`config.mk`:
```
export PLATFORM = sky130hd
export DESIGN_NAME = uart_cmd_ctrl
export DESIGN_NICKNAME = d
export VERILOG_FILES = /design/src/rtl/uart_cmd_ctrl.sv
export SDC_FILE = /design/constraint.sdc
export NUM_CORES = 1
export LEC_CHECK = 0
export BUFFER_PORTS_ARGS = -buffer_cell sky130_fd_sc_hd__clkbuf_2
export CAP_MARGIN = 10
export CORE_MARGIN = 2
export CORE_UTILIZATION = 56
export CTS_CLUSTER_SIZE = 10
export DETAILED_ROUTE_END_ITERATION = 12
export GPL_ROUTABILITY_DRIVEN = 0
export HOLD_SLACK_MARGIN = 0.06
export MAX_ROUTING_LAYER = met4
export PLACE_DENSITY_LB_ADDON = 0.05
export SETUP_SLACK_MARGIN = 0.2
export SYNTH_ARGS = -nofsm -noshare
export SYNTH_HDL_FRONTEND = slang
export SYNTH_SLANG_ARGS = --single-unit
```
`constraint.sdc`:
```
create_clock -name clk -period 1.95 [get_ports clk]
set_input_delay 0 -clock clk [delete_from_list [all_inputs] [get_ports clk]]
set_output_delay 0 -clock clk [all_outputs]
set_load 0.02 [all_outputs]
```
`src/rtl/uart_cmd_ctrl.sv`:
```
// uart_cmd_ctrl: assembles and validates command frames behind a byte UART receiver.
// Define UART_CMD_CHKSUM_EN to add the trailing XOR checksum byte (5-byte frames).
module uart_cmd_ctrl #(
  parameter int unsigned TIMEOUT_CYCLES = 1_000_000,
  parameter logic [7:0]  SYNC_BYTE      = 8'hA5,
  parameter logic [7:0]  CMD_WRITE      = 8'h57
) (
  input  logic       clk,
  input  logic       rst_n,
  input  logic [7:0] rx_data,
  input  logic       rx_data_valid,
  output logic       rx_data_ready,
  output logic       wr_en,
  output logic [7:0] wr_addr,
  output logic [7:0] wr_data,
  output logic       frame_err,
  output logic [1:0] err_code,
  output logic [7:0] frame_cnt,
  output logic       busy
);

  localparam logic [1:0]  ErrCmd      = 2'b01;
  localparam logic [1:0]  ErrTimeout  = 2'b11;
  localparam logic [23:0] TimeoutLast = 24'(TIMEOUT_CYCLES - 1);

`ifdef UART_CMD_CHKSUM_EN
  localparam logic [1:0]  ErrChk      = 2'b10;

  typedef enum logic [2:0] {StIdle, StCmd, StAddr, StData, StChk, StExec} state_e;
`else
  typedef enum logic [2:0] {StIdle, StCmd, StAddr, StData, StExec} state_e;
`endif

  state_e      state_q;
  logic [7:0]  addr_q;
  logic [23:0] idle_cnt_q;
`ifdef UART_CMD_CHKSUM_EN
  logic [7:0]  cmd_q;
  logic [7:0]  data_q;
`endif

  logic accept;
  logic in_frame;
  logic timeout_hit;

  always_comb begin
    rx_data_ready = (state_q != StExec);
    busy          = (state_q != StIdle);
    accept        = rx_data_valid & rx_data_ready;
    // Bytes of a frame after sync: the only states where the idle counter runs.
    in_frame      = busy & (state_q != StExec);
    // An accepted byte on the same edge always beats the timeout.
    timeout_hit   = in_frame & ~accept & (idle_cnt_q == TimeoutLast);
  end

  always_ff @(posedge clk or negedge rst_n) begin
    if (!rst_n) begin
      state_q    <= StIdle;
      addr_q     <= '0;
      idle_cnt_q <= '0;
`ifdef UART_CMD_CHKSUM_EN
      cmd_q      <= '0;
      data_q     <= '0;
`endif
      wr_en      <= 1'b0;
      wr_addr    <= '0;
      wr_data    <= '0;
      frame_err  <= 1'b0;
      err_code   <= '0;
      frame_cnt  <= '0;
    end else begin
      wr_en     <= 1'b0;
      frame_err <= 1'b0;

      if (accept || !in_frame) begin
        idle_cnt_q <= '0;
      end else begin
        idle_cnt_q <= idle_cnt_q + 24'd1;
      end

      if (timeout_hit) begin
        state_q    <= StIdle;
        frame_err  <= 1'b1;
        err_code   <= ErrTimeout;
        idle_cnt_q <= '0;
      end else begin
        unique case (state_q)
          StIdle: begin
            if (accept && (rx_data == SYNC_BYTE)) begin
              state_q <= StCmd;
            end
          end
          StCmd: begin
            if (accept) begin
              if (rx_data == CMD_WRITE) begin
`ifdef UART_CMD_CHKSUM_EN
                cmd_q   <= rx_data;
`endif
                state_q <= StAddr;
              end else begin
                frame_err <= 1'b1;
                err_code  <= ErrCmd;
                state_q   <= StIdle;
              end
            end
          end
          StAddr: begin
            if (accept) begin
              addr_q  <= rx_data;
              state_q <= StData;
            end
          end
          StData: begin
            if (accept) begin
`ifdef UART_CMD_CHKSUM_EN
              data_q  <= rx_data;
              state_q <= StChk;
`else
              wr_en     <= 1'b1;
              wr_addr   <= addr_q;
              wr_data   <= rx_data;
              frame_cnt <= frame_cnt + 8'd1;
              state_q   <= StExec;
`endif
            end
          end
`ifdef UART_CMD_CHKSUM_EN
          StChk: begin
            if (accept) begin
              if (rx_data == (cmd_q ^ addr_q ^ data_q)) begin
                wr_en     <= 1'b1;
                wr_addr   <= addr_q;
                wr_data   <= data_q;
                frame_cnt <= frame_cnt + 8'd1;
                state_q   <= StExec;
              end else begin
                frame_err <= 1'b1;
                err_code  <= ErrChk;
                state_q   <= StIdle;
              end
            end
          end
`endif
          // Outputs were registered on entry, so EXEC is just the strobe cycle.
          StExec: state_q <= StIdle;
          default: state_q <= StIdle;
        endcase
      end
    end
  end

endmodule

```
==> flow_metrics.env, run 1 <==
export IMPL_min_path_type="in2async"
export IMPL_finalHoldViolCount=0
export IMPL_die_area_um2=5670
export IMPL_endpoint_kind="register"
export IMPL_ant_nets=0
export IMPL_num_rows=25
export IMPL_htree_levels=3
export IMPL_ff2ff_setup_slack_ns=0.27
export IMPL_antenna_found_initial=0
export IMPL_drc=0
export IMPL_fillers=370
export IMPL_fin_crit_ns=1.68
export IMPL_layout_nets=319
export IMPL_worst_endpoint_arrival_ns=1.93
export IMPL_wirelength_mm=5.61
export IMPL_r2r_start="idle_cnt_q[0]$_DFF_PN0_"
export IMPL_relSlewSlack=0.573
export IMPL_dp_final_hpwl_mm=3.70
export IMPL_synthesis_nets=258
export IMPL_grtUsageTotal=0.221
export IMPL_clockBufferDepth=2
export IMPL_r2r_end="idle_cnt_q[22]$_DFF_PN0_"
export IMPL_drtIter0Drc=105
export IMPL_syn_inst=245
export IMPL_synth_seq_area_share=0.554
export IMPL_grt_pass1_vias=1976
export IMPL_cts_root_buffer="clkbuf_8"
export IMPL_synth_ff_latch_count=63
export IMPL_area_growth_syn_to_layout_pct=24.5
export IMPL_fin_area_um2=3540
export IMPL_portBuffers=40
export IMPL_clock_sinks=63
export IMPL_netlist_cell_type_count=39
export IMPL_cts_made_buffers=9
export IMPL_core_area_um2=4820
export IMPL_power_mw=2.61
export IMPL_rsz0062_at_grt="true"
export IMPL_required_ns=2.21
export IMPL_io_pins=41
export IMPL_insertion_delay_ns=0.32
export IMPL_avgSynthCellArea_um2=11.6
export IMPL_final_setup_viol_count=0
export IMPL_cts_tree="yes"
export IMPL_reg2reg_depth=5
export IMPL_die_h_um=75.3
export IMPL_crit_start="idle_cnt_q[0]$_DFF_PN0_"
export IMPL_finClkSkew_ns=0.00626
export IMPL_tns_ns=0
export IMPL_grt_pass1_wl_mm=9.07
export IMPL_die_w_um=75.3
export IMPL_p_leak_nw=1.69
export IMPL_wl_per_cell_um=14.9
export IMPL_period_share=0.860
export IMPL_drive_above_1_share=0.342
export IMPL_yosysWarnings=0
export IMPL_clkSlewWorstSetupHoldPaths_ns=0.07
export IMPL_tightest_slew_ns=0.641
export IMPL_crit_fanout=6
export IMPL_overflow=0
export IMPL_status="complete, no violations"
export IMPL_critPathKind="reg2reg"
export IMPL_powerDensity_nw_per_um2=736
export IMPL_drv_slew=0
export IMPL_grt_start_max_net_pins=40
export IMPL_irDropWorstVdd_v=0.000427
export IMPL_fmax_mhz=596
export IMPL_placed_area_um2=3150
export IMPL_via_per_inst=5.44
export IMPL_dr_total_vias=2050
export IMPL_antenna_diode_count=0
export IMPL_maxCapViolations=0
export IMPL_dr_pass1_iters=4
export IMPL_netlist_area_um2=2850
export IMPL_startpoint_type="register"
export IMPL_initial_utilization=0.591
## power breakdown
group	switching, mW	internal, mW	total [mW]	leakage, nW
logic	0.0471	0.0321	0.0792	0.709
registers	0.00229	1.31	1.31	0.870
clock network	0.474	0.744	1.22	0.109
## registers in the layout, summed over array words and instances (netlist names)
register,cells
wr_addr,8
wr_en,1
wr_data,8
state_q,3
err_code,2
addr_q,8
idle_cnt_q,24
frame_cnt,8
frame_err,1
## layout by cell type, fill, tap and decap left out, types with 2 or more instances in the layout
cell | synthesis | final
dfrtp_1 | 63 | 61
clkbuf_2 | 0 | 40
mux2_2 | 25 | 25
nor2_1 | 21 | 21
nand2_1 | 17 | 17
xor2_1 | 16 | 16
nand4_1 | 10 | 10
clkbuf_8 | 0 | 10
dlygate4sd3_1 | 0 | 10
nand3_1 | 9 | 9
a21oi_1 | 9 | 8
buf_4 | 1 | 8
o31ai_1 | 7 | 7
or4_1 | 7 | 6
or3_1 | 4 | 4
xnor2_1 | 4 | 4
and4_1 | 5 | 3
inv_1 | 3 | 3
nor3_1 | 3 | 3
and4_4 | 0 | 2
and3_1 | 3 | 2
nor4_1 | 2 | 2
o21ai_0 | 2 | 2
nor2b_1 | 2 | 2
and4b_1 | 2 | 2
a211oi_1 | 2 | 2
bufinv_16 | 0 | 2
clkinv_2 | 0 | 2
dfrtp_2 | 0 | 2
buf_6 | 2 | 2
buf_12 | 0 | 2
## per-stage QoR
stage	hold WS [ns]	util	setup slack, ns	cells
3_5_place_dp	0.0551	0.655	0.139	349
2_1_floorplan	-0.296	-	0.273	245
5_1_grt	0.296	0.736	0.168	377
6_report	0.228	0.736	0.273	377
3_3_place_gp	0.0470	0.655	0.185	349
4_1_cts	0.249	0.720	0.203	374
## final cells by class
type | count | area, µm² | share of cell area
Sequential cell | 63 | 1580 | 0.445
Multi-Input combinational cell | 167 | 1240 | 0.349
Timing Repair Buffer | 62 | 423 | 0.119
Clock buffer | 11 | 141 | 0.0399
Tap cell | 67 | 83.8 | 0.0236
Clock inverter | 4 | 70.1 | 0.0198
Inverter | 3 | 11.3 | 0.00318
## cells by family after synthesis
kind of cell / after synthesis / synth area share
DFF: 63 / 0.554
muxes: 25 / 0.0989
xor gates and xnor gates: 20 / 0.0615
adders and majority gates: 2 / 0.00879
and+or+nand+nor: 97 / 0.197
AOI/OAI and AO/OA: 23 / 0.0510
buffers and inverters: 15 / 0.0290
## synth_stat cells
cell type   n  area share
nand2_1    17       0.022
nand3_2     1      0.0035
nor4_2      1      0.0044
and2_1      2      0.0044
and3b_1     1      0.0031
nand3b_1    1      0.0026
clkbuf_1    3      0.0040
o31ai_1     7       0.018
and4_1      5       0.015
and3_1      3      0.0066
buf_6       2      0.0079
a21oi_1     9       0.016
o21ai_0     2      0.0035
nor3_1      3      0.0053
xnor2_1     4       0.012
nand3_1     9       0.016
dfrtp_1    63        0.55
nor2_1     21       0.028
nor2b_1     2      0.0044
or3_1       4      0.0088
a41o_1      1      0.0035
or2_1       1      0.0022
buf_4       1      0.0026
buf_2       6       0.011
mux2_2     25       0.099
nor2_2      1      0.0022
o21bai_1    1      0.0026
and4b_1     2      0.0070
or4_1       7       0.018
xor2_1     16       0.049
nor4bb_1    2      0.0070
a211oi_1    2      0.0053
nand2b_1    1      0.0022
nor4_1      2      0.0044
inv_1       3      0.0040
nand4_1    10       0.022
nand4_4     1      0.0075
ha_1        2      0.0088
o21ai_1     1      0.0018
## worst max path at each step
stage | to | depth (start not counted)
2_1_floorplan | idle_cnt_q[10]$_DFF_PN0_ | 7
3_3_place_gp | idle_cnt_q[22]$_DFF_PN0_ | 5
3_5_place_dp | idle_cnt_q[22]$_DFF_PN0_ | 5
4_1_cts | idle_cnt_q[23]$_DFF_PN0_ | 4
5_1_grt | idle_cnt_q[16]$_DFF_PN0_ | 6
6_report | idle_cnt_q[22]$_DFF_PN0_ | 5
## timing repair
item | 4_1_cts | 5_1_grt
pin swaps | 0 | 5
hold endpoints to repair | 41 | 0
hold buffers | 10 | 0
endpoints found under the setup margin | 29 | 29
gates resized for setup | 4 | 13
buffers inserted | 0 | 3
## routing by layer
layer	vias to the layer above	global-route usage	wire length (µm)
met4	0	0.0936	74
met1	992	0.288	2590
met3	8	0.0437	189
li1	1004	-	-
met2	46	0.341	2750
met5	-	-	0
## critical path, cell delays in order, from the launching register on
cell     delay [ns]
dfrtp_1        0.42
ha_4           0.17
and4_4         0.27
nand3_2        0.10
or4_4          0.52
a21oi_2        0.14
(Power assumes the default switching activity.)
==> run 2, diff against run 1 <==
--- a/config.mk
+++ b/config.mk
@@ -7,6 +7,7 @@
 export LEC_CHECK = 0
 export BUFFER_PORTS_ARGS = -buffer_cell sky130_fd_sc_hd__clkbuf_2
 export CAP_MARGIN = 10
+export CORE_ASPECT_RATIO = 0.5
 export CORE_MARGIN = 2
 export CORE_UTILIZATION = 56
 export CTS_CLUSTER_SIZE = 10
==> run 2 against run 1 <==
Worst setup slack got worse by 0.034 ns. Sequential cell count unchanged. Clock power decreased by 8%. Routed wire length increased by 7.2%.
==> flow_metrics.env, run 2 (synthesis gave the netlist of run 1 again) <==
export IMPL_status="complete, no violations"
export IMPL_min_path_type="in2async"
export IMPL_cts_tree="yes"
export IMPL_cts_made_buffers=9
export IMPL_die_area_um2=5710
export IMPL_tns_ns=0
export IMPL_finClkSkew_ns=0.00539
export IMPL_startpoint_type="register"
export IMPL_final_setup_viol_count=0
export IMPL_period_share=0.878
export IMPL_dr_total_vias=2156
export IMPL_drv_slew=0
export IMPL_critPathMaxStageDelay_ns=0.42
export IMPL_powerDensity_nw_per_um2=708
export IMPL_top_register="idle_cnt_q"
export IMPL_largest_register_ffs=24
export IMPL_clockBufferDepth=2
export IMPL_rsz0062_at_grt="true"
export IMPL_area_growth_syn_to_layout_pct=24.5
export IMPL_irDropWorstVdd_v=0.000510
export IMPL_ant_nets=0
export IMPL_clkSlewWorstSetupHoldPaths_ns=0.07
export IMPL_fin_crit_ns=1.71
export IMPL_tightest_slew_ns=0.787
export IMPL_fin_util=0.722
export IMPL_ff2ff_setup_slack_ns=0.24
export IMPL_place_worst_setup_slack_ns=0.111
export IMPL_portBuffers=40
export IMPL_grt_pass1_vias=1933
export IMPL_dp_final_hpwl_mm=3.63
export IMPL_layout_commonest_cell="dfrtp_1"
export IMPL_reg2reg_depth=6
export IMPL_r2r_end="err_code[1]$_DFFE_PN0P_"
export IMPL_grtUsageTotal=0.226
export IMPL_clock_sinks=63
export IMPL_cts_root_buffer="clkbuf_8"
export IMPL_die_w_um=105
export IMPL_worst_slack_ns=0.239
export IMPL_insertion_delay_ns=0.34
export IMPL_grt_start_max_net_pins=64
export IMPL_layout_nets=322
export IMPL_required_ns=2.21
export IMPL_critPathKind="reg2reg"
export IMPL_maxCapViolations=0
export IMPL_dr_pass1_iters=5
export IMPL_endpoint_kind="register"
export IMPL_wl_per_cell_um=15.6
export IMPL_fmax_mhz=584
export IMPL_drtIter0Drc=117
export IMPL_grt_pass1_wl_mm=9.35
export IMPL_htree_levels=3
export IMPL_antenna_found_initial=0
export IMPL_final_cell_mix="62 x dfrtp_1, 40 x clkbuf_2, 25 x mux2_2"
export IMPL_initial_utilization=0.580
export IMPL_r2r_start="idle_cnt_q[0]$_DFF_PN0_"
export IMPL_holdWs_ns=0.350
export IMPL_relSlewSlack=0.475
export IMPL_io_pins=41
export IMPL_wirelength_mm=6.01
export IMPL_finalHoldViolCount=0
export IMPL_power_mw=2.51
export IMPL_crit_fanout=6
export IMPL_drc=0
export IMPL_worst_endpoint_arrival_ns=1.97
export IMPL_crit_chain="ha_4, and4_4, nand4_1, buf_4, nor4_4, o21bai_1"
export IMPL_crit_slowest_cell="dfrtp_1"
export IMPL_overflow=0
export IMPL_die_h_um=54.4
export IMPL_via_per_inst=5.61
export IMPL_drive_above_1_share=0.344
export IMPL_core_area_um2=4910
export IMPL_p_leak_nw=1.69
export IMPL_antenna_diode_count=0
export IMPL_num_rows=18
run 2: final cells by class:
class                           instances  area, µm²
Sequential cell                        63       1580
Multi-Input combinational cell        168       1250
Timing Repair Buffer                   64        423
Clock inverter                          7       72.6
Fill cell                             355       1360
Inverter                                3       11.3
Tap cell                               70       87.6
Clock buffer                            9        124
run 2: per-stage QoR:
| step | cell area, µm² | cells |
|---|---|---|
| 6_report | 3550 | 384 |
| 5_1_grt | 3550 | 384 |
| 4_1_cts | 3450 | 377 |
| 3_5_place_dp | 3130 | 350 |
| 3_3_place_gp | 3130 | 350 |
| 2_1_floorplan | 2850 | 245 |
run 2: metal layers:
metal	vias up	wire, µm	GRT usage
met5	-	0	-
met4	0	48	0.0867
met3	7	378	0.0679
met2	71	2940	0.363
met1	1061	2640	0.279
li1	1017	-	-
run 2: critical path: cells and delay by family, from the launching register on:
kind	cells	cell delay [ns]
simple gates	3	0.69
buf+inv	1	0.20
flops	1	0.42
fa+ha+maj	1	0.16
compound gates	1	0.17
run 2: what timing repair did:
action / CTS / global route
cloned: 0 / 2
gates resized for setup: 4 / 12
hold buffers: 10 / 0
pin swaps: 0 / 4
setup endpoints to repair: 29 / 29
setup buffers: 1 / 5
hold endpoints to repair: 81 / 0
run 2: worst max-delay path by stage:
stage	startpoint	to	cells past startpoint
global placement	idle_cnt_q[0]$_DFF_PN0_	idle_cnt_q[22]$_DFF_PN0_	5
finish	idle_cnt_q[0]$_DFF_PN0_	err_code[1]$_DFFE_PN0P_	6
global route	idle_cnt_q[0]$_DFF_PN0_	err_code[1]$_DFFE_PN0P_	6
CTS	idle_cnt_q[9]$_DFF_PN0_	idle_cnt_q[23]$_DFF_PN0_	4
detailed placement	idle_cnt_q[0]$_DFF_PN0_	err_code[1]$_DFFE_PN0P_	5
floorplan	idle_cnt_q[0]$_DFF_PN0_	idle_cnt_q[10]$_DFF_PN0_	7
run 2: power breakdown:
group / switching, mW / internal (mW)
Sequential: 0.00236 / 1.31
Clock: 0.529 / 0.591
Combinational: 0.0474 / 0.0294
==> run 3, diff against run 2 <==
--- a/config.mk
+++ b/config.mk
@@ -9,7 +9,7 @@
 export CAP_MARGIN = 10
 export CORE_ASPECT_RATIO = 0.5
 export CORE_MARGIN = 2
-export CORE_UTILIZATION = 56
+export CORE_UTILIZATION = 58
 export CTS_CLUSTER_SIZE = 10
 export DETAILED_ROUTE_END_ITERATION = 12
 export GPL_ROUTABILITY_DRIVEN = 0
==> constraint.sdc (replaced) <==
create_clock -name clk -period 2 [get_ports clk]
set_input_delay 0 -clock clk [delete_from_list [all_inputs] [get_ports clk]]
set_output_delay 0 -clock clk [all_outputs]
set_load 0.02 [all_outputs]
==> run 3 against run 2 <==
Global-route usage is 0.41 points higher. Worst hold slack worse by 0.14 ns. Cell count is 2.3% lower. Total power is 1.4% higher. Critical path depth is 2 lower. Core utilization is 4.7 points higher. Clock skew is 0.0021 ns higher. Combinational power is 1% higher. Sequential share of layout area is 0.59 points higher. Sequential cell count stayed put. Cell area is 1.3% lower.
==> flow_metrics.env, run 3 (synthesis gave the netlist of run 1 again) <==
export IMPL_wl_per_cell_um=15.3
export IMPL_grt_start_max_net_pins=64
export IMPL_finalHoldViolCount=0
export IMPL_final_setup_viol_count=0
export IMPL_crit_slowest_cell="or4_1"
export IMPL_grtUsageTotal=0.230
export IMPL_drv_slew=0
export IMPL_initial_utilization=0.626
export IMPL_overflow=0
export IMPL_tightest_slew_ns=0.418
export IMPL_final_cell_mix="62 x dfrtp_1, 40 x clkbuf_2, 25 x mux2_2"
export IMPL_largest_register_ffs=24
export IMPL_portBuffers=40
export IMPL_dr_pass1_iters=4
export IMPL_min_path_type="in2async"
export IMPL_insertion_delay_ns=0.33
export IMPL_fin_crit_ns=1.72
export IMPL_period_share=0.859
export IMPL_required_ns=2.26
export IMPL_maxCapViolations=0
export IMPL_drtIter0Drc=92
export IMPL_relSlewSlack=0.719
export IMPL_clock_sinks=63
export IMPL_endpoint_kind="register"
export IMPL_fmax_mhz=582
export IMPL_die_w_um=103
export IMPL_htree_levels=3
export IMPL_core_area_um2=4550
export IMPL_cts_made_buffers=9
export IMPL_p_leak_nw=1.67
export IMPL_drc=0
export IMPL_via_per_inst=5.58
export IMPL_crit_chain="and4_2, nand4_4, or4_1, a21oi_1"
export IMPL_status="complete, no violations"
export IMPL_cts_root_buffer="clkbuf_8"
export IMPL_area_growth_syn_to_layout_pct=22.9
export IMPL_powerDensity_nw_per_um2=727
export IMPL_crit_fanout=8
export IMPL_clockBufferDepth=2
export IMPL_dr_total_vias=2094
export IMPL_worst_endpoint_arrival_ns=1.97
export IMPL_layout_commonest_cell="dfrtp_1"
export IMPL_layout_nets=318
export IMPL_clkSlewWorstSetupHoldPaths_ns=0.07
export IMPL_critPathKind="reg2reg"
export IMPL_finClkSkew_ns=0.00746
export IMPL_startpoint_type="register"
export IMPL_rsz0062_at_grt="true"
export IMPL_antenna_diode_count=0
export IMPL_grt_pass1_vias=2011
export IMPL_num_rows=17
export IMPL_wirelength_mm=5.72
export IMPL_irDropWorstVdd_v=0.000549
export IMPL_drive_above_1_share=0.330
export IMPL_die_h_um=53.5
export IMPL_placed_cells=345
export IMPL_die_area_um2=5520
export IMPL_critPathMaxStageDelay_ns=0.54
export IMPL_crit_family="simple AND/OR/NAND/NOR gates"
export IMPL_dp_final_hpwl_mm=3.69
export IMPL_tns_ns=0
export IMPL_antenna_found_initial=0
export IMPL_instances_no_fill=375
export IMPL_io_pins=41
export IMPL_cts_tree="yes"
export IMPL_grt_pass1_wl_mm=9.12
export IMPL_crit_buf_inv=0
export IMPL_ant_nets=0
export IMPL_top_register="idle_cnt_q"
run 3: power by group:
part / total [mW] / switching, mW / leakage (nW) / internal, mW
sequential: 1.28 / 0.00227 / 0.872 / 1.28
combinational: 0.0777 / 0.0462 / 0.693 / 0.0314
clock: 1.19 / 0.461 / 0.109 / 0.725
run 3: worst min-delay path: cells and delay by family:
kind     cells  cell delay (ns)
buf+inv      3             0.94
run 3: layout make-up:
class,instances,area [µm²]
well taps,66,82.6
repair buffers,60,388
flip-flops and latches,63,1580
clock inverters,4,70.1
inverters,3,11.3
multi-input cells,168,1230
clock buffers,11,141
fillers,320,1050
run 3: worst paths after layout:
check                           slack [ns]                        to                startpoint  cells past startpoint
worst max-delay path                  0.28  idle_cnt_q[19]$_DFF_PN0_   idle_cnt_q[6]$_DFF_PN0_                      4
worst min-delay path                  0.21  frame_cnt[6]$_DFFE_PN0P_                     rst_n                      3
worst max register to register        0.28  idle_cnt_q[19]$_DFF_PN0_   idle_cnt_q[6]$_DFF_PN0_                      4
worst min register to register        0.47  frame_cnt[7]$_DFFE_PN0P_  frame_cnt[7]$_DFFE_PN0P_                      1
max in group asynchronous             1.49   idle_cnt_q[5]$_DFF_PN0_                     rst_n                      3
min in group clk                      0.47  frame_cnt[7]$_DFFE_PN0P_  frame_cnt[7]$_DFFE_PN0P_                      1
run 3: layer usage:
| metal | global-route usage | up-vias | part of all wire |
|---|---|---|---|
| met1 | 0.282 | 1026 | 0.45 |
| li1 | - | 1002 | - |
| met4 | 0.0789 | 0 | 0.0063 |
| met3 | 0.0753 | 5 | 0.049 |
| met2 | 0.367 | 61 | 0.49 |
| met5 | - | - | 0 |
run 3: repair_timing:
| item | CTS | global route |
|---|---|---|
| resized for setup | 3 | 7 |
| hold endpoints to repair | 81 | 0 |
| setup endpoints to repair | 29 | 9 |
| buffers inserted | 1 | 3 |
| pin swaps | 0 | 1 |
| hold buffers | 10 | 0 |
| cloned | 0 | 1 |
run 3: stage by stage:
stage,utilization,cell area [µm²],worst slack (ns),power (mW),hold WS [ns]
2_1_floorplan,-,2850,0.323,1.32,-0.296
3_3_place_gp,0.685,3120,0.256,1.37,0.0364
3_5_place_dp,0.685,3120,0.0865,1.37,0.0401
4_1_cts,0.756,3440,0.217,2.57,0.219
5_1_grt,0.769,3500,0.184,2.63,0.259
6_report,0.769,3500,0.283,2.54,0.210
